[config.mk]
export PLATFORM = sky130hd
export DESIGN_NAME = demux_lb_1xn_buf
export DESIGN_NICKNAME = d
export VERILOG_FILES = /design/src/rtl/demux_lb_1xn_buf.sv
export SDC_FILE = /design/constraint.sdc
export NUM_CORES = 1
export LEC_CHECK = 0
export CORE_MARGIN = 4
export CORE_UTILIZATION = 47
export CTS_CLUSTER_DIAMETER = 100
export DETAILED_ROUTE_END_ITERATION = 8
export GPL_TIMING_DRIVEN = 1
export PLACE_DENSITY = 0.85
export SLEW_MARGIN = 20
export SYNTH_ARGS = -nofsm -noshare
export SYNTH_HDL_FRONTEND = slang
export SYNTH_SLANG_ARGS = --single-unit
[constraint.sdc]
create_clock -name clk -period 2.8 [get_ports clk]
set_input_delay 0.28 -clock clk [delete_from_list [all_inputs] [get_ports clk]]
set_output_delay 0.28 -clock clk [all_outputs]
set_load 0.03 [all_outputs]
[src/rtl/demux_lb_1xn_buf.sv]
// 1-to-M demultiplexer with a single-word holding register per output lane.
// Words addressed beyond the last lane are accepted, dropped and counted.
module demux_lb_1xn_buf #(
   parameter int unsigned L = 16,
   parameter int unsigned N = 2,
   parameter int unsigned M = 4
) (
   input  logic           clk,
   input  logic           rst_n,
   input  logic           flush,
   input  logic           in_valid,
   output logic           in_ready,
   input  logic [N-1:0]   in_addr,
   input  logic [L-1:0]   in_data,
   output logic [M-1:0]   out_valid,
   input  logic [M-1:0]   out_ready,
   output logic [M*L-1:0] out_data,
   output logic           drop_pulse,
   output logic [7:0]     drop_cnt,
   output logic           busy
);
   localparam logic [N:0] NumLanes = (N+1)'(M);

   logic [M-1:0]        valid_q, valid_d;
   logic [M-1:0][L-1:0] data_q, data_d;
   logic                drop_q, drop_d;
   logic [7:0]          cnt_q, cnt_d;
   logic                flush_eff;
   logic                in_range;
   logic                lane_free;
   logic                accept;

   // Reset outranks flush, so in_ready during reset reflects empty lanes only
   assign flush_eff = flush & rst_n;
   assign in_range  = ({1'b0, in_addr} < NumLanes);

   always_comb begin
      lane_free = 1'b0;
      for (int i = 0; i < M; i++) begin
         if (in_addr == N'(i)) begin
            lane_free = ~valid_q[i] | out_ready[i];
         end
      end
   end

   assign in_ready = ~flush_eff & (~in_range | lane_free);
   assign accept   = in_valid & in_ready;

   always_comb begin
      valid_d = valid_q;
      data_d  = data_q;
      for (int i = 0; i < M; i++) begin
         if (valid_q[i] && out_ready[i]) begin
            valid_d[i] = 1'b0;
         end
         // A load after a drain in the same cycle keeps the lane full
         if (accept && in_range && (in_addr == N'(i))) begin
            valid_d[i] = 1'b1;
            data_d[i]  = in_data;
         end
      end
      if (flush) begin
         valid_d = '0;
      end
   end

   assign drop_d = accept & ~in_range;
   assign cnt_d  = (drop_d && (cnt_q != 8'hFF)) ? cnt_q + 8'd1 : cnt_q;

   always_ff @(posedge clk or negedge rst_n) begin
      if (!rst_n) begin
         valid_q <= '0;
         data_q  <= '0;
         drop_q  <= 1'b0;
         cnt_q   <= 8'd0;
      end else begin
         valid_q <= valid_d;
         data_q  <= data_d;
         drop_q  <= drop_d;
         cnt_q   <= cnt_d;
      end
   end

   assign out_valid  = valid_q;
   assign out_data   = data_q;
   assign drop_pulse = drop_q;
   assign drop_cnt   = cnt_q;
   assign busy       = |valid_q;

endmodule

; ---- Word-level counts from Yosys, hierarchy flattened
; Index checks and enable logic that the tools add are counted.
[op_classes]
eq_ne = 3
muxes = 13
n_bitwise = 12
n_reduce_logical = 14
[op_table]
columns = cell, n
row1 = 2-to-1 mux 1 bit, 12
row2 = nonzero test 3 bit, 4
row3 = logical AND 1 bit, 8
row4 = NOT 1 bit, 5
row5 = "== test 2 bit, second input constant", 2
row6 = 2-to-1 mux 4 bit, 1
row7 = bitwise OR 1 bit, 4
row8 = OR reduction 4 bit, 1
row9 = AND 1 bit, 3
row10 = "== test 2 x 1 -> 1 bit, second input constant", 1
row11 = logical NOT 2 bit, 1
[word_totals]
register_bits = 68
input_bits = 26
out_inout_bits = 79
elab_cells = 50

; ---- Depth between registers and ports, before layout
[logic_depth]
word_depth = 11
depth_mapped = 5
depth_no_buf = 3

; ---- Worst setup path after synthesis
; Ideal clock, no wire load.
[synth_timing]
kind = reg2out
startpoint = register valid_q[0], in the netlist out_valid[0]
endpoint = output port in_ready
t_arrival_ns = 2.306
slack_ns = 0.214
path_stages_with_launch = 4
path_buffers = 0
cell_sequence = dfrtp_1 or3b_2 a21oi_1 a2111oi_0
[synth_via]
elab_chain_len = 7
[synth_rtl]
columns = element, line
row1 = start: declaration, 24  ; logic [M-1:0] valid_q, valid_d;
row2 = start signal: assignment, 77  ; valid_q <= valid_d;
row3 = NOT 1 bit, 41  ; lane_free = ~valid_q[i] | out_ready[i];
row4 = bitwise OR 1 bit, 41
row5 = 2-to-1 mux 1 bit (4 in a row), 40  ; if (in_addr == N'(i)) begin
row6 = AND 1 bit, 46  ; assign in_ready = ~flush_eff & (~in_range | lane_free);
row7 = end: declaration, 12  ; output logic in_ready,
; Every way passes these cells.

; ---- Final worst setup path
[layout_timing]
startpoint = input port in_addr[1]
endpoint = output port in_ready
[layout_via]
elab_chain_len = 6
word_cells_on_any_way = 9
classes_between = 3 x eq/ne / 4 x mux / 1 x bitwise / 1 x reduce/logical
[layout_rtl]
columns = element, line
row1 = start: declaration, 13  ; input logic [N-1:0] in_addr,
row2 = logical NOT 2 bit, 40
row3 = 2-to-1 mux 1 bit (3 in a row), 40
row4 = 2-to-1 mux 1 bit *, 40
row5 = AND 1 bit *, 46
; Mark *: on every way between the ends. The rest lies on a longest branch, timed or not.

==> impl_metrics.py <==
metrics = {
    "worst_setup_path": {
        "reg2reg_from": "out_valid[1]",
        "cp_slowest_cell": "clkdlybuf4s50_1",
        "cpPeakStageDelay_ns": 0.74,
        "r2r_cells": 3,
        "worst-path-buf-inv": 3,
        "path_max_fanout": 6,
        "critPathLaunchType": "input pin",
        "crit_type": "input pin to output port",
        "required_ns": 2.52,
        "crit_path_end_kind": "output port",
        "reg2reg_slack_ns": 1.05,
        "crit_start": "in_addr[1]",
        "arrival_ns": 2.23,
        "reg2reg_to": "out_data[21]",
        "crit_family": "buffers and inverters",
        "crit_top_cell": "clkdlybuf4s50_1",
        "critical_path.cell_chain": "clkdlybuf4s50_1, inv_1, nor3_1, a2111oi_0, clkdlybuf4s50_1",
    },
    "sta": {
        "fin_setup_tns_ns": 0,
        "slew_viol_final": 0,
        "worstMarginPinSlew_ns": 0.786,
        "relSlewSlack_pct": 47.6,
        "rsz0062_at_grt": "false",
        "fin_hold_ws_ns": 0.317,
        "max_freq_ghz": 0.399,
        "skew_ns": 0.00612,
        "hold_viol_final": 0,
        "finalCritPeriodShare_pct": 89.5,
        "timing.final.crit_period_ns": 2.51,
        "setup_viol": 0,
    },
    "yosys": {
        "synth_edf_count": 0,
        "async_flop_share_pct": 100,
        "synthDistinctLibCells": 23,
        "ys_seq_elements": 68,
        "synthCells": 174,
        "ys_seq_area_share_pct": 62.4,
        "yosysTopAreaCellShare_pct": 62.4,
        "yosysTopAreaCell": "dfrtp_1",
        "synthesis.area_um2": 2730,
        "ys_warn_count": 0,
        "synth_flop_cell": "dfrtp_1",
        "syn_avg_cell_area_um2": 15.7,
        "synthTopCellsByArea": "dfrtp_1 62%, mux2_2 26%, buf_4 2.5%",
    },
    "global_route": {
        "grt_usage_pct": 18.6,
        "grt_antenna_before_repair": 0,
        "grt.overflow.total": 0,
        "grt_max_degree": 65,
        "grt_pass1_vias": 1933,
        "grt_first_pass_wirelength_um": 10100,
    },
    "clocking": {
        "htreeDepth": 3,
        "cts_root_buffer": "clkbuf_8",
        "clkTransAtPathRegs_ns": 0.07,
        "cts_tree": "yes",
        "cts.path.max_buffers": 2,
        "cts_sinks": 68,
        "insertion_delay_ns": 0.34,
        "cts_inserted_buffers": 9,
    },
    "place": {
        "io_buffers": 95,
        "dp_hpwl_um": 4270,
        "gp_congestion": 0.837,
    },
    "drt": {
        "vias_per_cell": 5.03,
        "via_count": 1782,
        "ant_nets": 0,
        "drtIter0Drc": 43,
        "dr.pass1.iters": 4,
        "totalWireLength_um": 6090,
        "avgRoutedWirePerCell_um": 17.2,
        "drc_errors": 0,
    },
    "floorplanning": {
        "fp.dieH_um": 84.2,
        "io_pins": 105,
        "core_um2": 5570,
        "rows": 27,
        "dieArea_um2": 7090,
        "initial_utilization_pct": 48.9,
        "die_width_um": 84.2,
    },
    "job": {
        "cap_viol_max_count": 0,
    },
    "status": {
        "outcome": "finished clean",
    },
    "min_path": {
        "hp-class": "input pin to async pin",
    },
    "layout": {
        "fin_nets": 304,
        "final_util_pct": 70.9,
        "drive_gt1_share_pct": 31.6,
        "syn2layout_area_growth_pct": 44.9,
        "diodes": 0,
    },
    "power_and_ir_drop": {
        "vdd_drop_max_mv": 0.508,
        "p_leak_uw": 0.00167,
        "power.density_nw_per_um2": 858,
    },
}
## how the worst max path moves through the flow
stage / end / slack (ns) / depth (start not counted)
floorplan: in_ready / 0.21 / 3
detailed placement: in_ready / 0.31 / 5
finish: in_ready / 0.29 / 5
CTS: in_ready / 0.30 / 5
global route: in_ready / 0.15 / 5
global placement: in_ready / 0.34 / 5
## registers in the layout (all words and copies together), names as in the netlist
register / count
out_data: 64
out_valid: 4
## layout make-up
cell class,count,area [um2]
Clock buffer,11,151
Fill cell,411,1620
Clock inverter,4,72.6
Tap cell,72,90.1
Multi-Input combinational cell,98,950
Sequential cell,68,1700
Inverter,2,7.51
Timing Repair Buffer,99,978
## stage by stage
stage | setup slack (ns) | cells | instance area [um2] | power, uW
after detailed placement | 0.313 | 338 | 3720 | 2530
final | 0.295 | 354 | 3950 | 3390
after CTS | 0.301 | 354 | 3950 | 3430
after floorplan | 0.214 | 182 | 2760 | 1970
after global placement | 0.337 | 338 | 3720 | 2500
after global routing | 0.151 | 354 | 3950 | 3550
## cells in the final DEF, fill, tap and decap left out, types with 2 or more instances in the layout
cell type / count
nor3_1: 2
clkbuf_8: 11
conb_1: 9
nand2b_1: 3
nand4_2: 2
a21oi_1: 4
clkdlybuf4s50_1: 94
nand3_1: 2
inv_1: 2
buf_4: 3
bufinv_16: 2
mux2_2: 64
dfrtp_1: 68
nor2b_1: 2
## routing by layer
| layer | share of wire [%] | global-route usage (%) |
|---|---|---|
| met5 | 0 | 0 |
| met4 | 1.8 | 9.65 |
| met3 | 7.5 | 5.59 |
| met2 | 50 | 30.1 |
| met1 | 41 | 22.4 |
## power by group
group          internal, uW  switching [uW]  leakage [uW]
registers              1190             108      0.000816
logic                   546             655      0.000746
clock network           543             347      0.000111
total                  2280            1110       0.00167
## synth_stat cells (2+ instances only)
cell,n
nand2b_1,3
inv_1,2
nand4_2,2
nand3_1,2
buf_2,4
nor2b_1,2
dfrtp_1,68
nor3_1,2
a21oi_1,4
mux2_2,64
buf_4,9
## logic make-up after synthesis
family / Yosys count / share of synthesized area [%]
flops: 68 / 62.4
mux: 64 / 26.4
simple gates: 18 / 5.18
buf+inv: 16 / 3.90
compound gates: 7 / 1.97
other cells: 1 / 0.137
## timing repair
action | in CTS | in global routing
buffers inserted | 0 | 0
hold buffers | 1 | 0
gates resized for setup | 0 | 0
endpoints found under the hold margin | 4 | 0
Power figures use the tool's default switching activity.
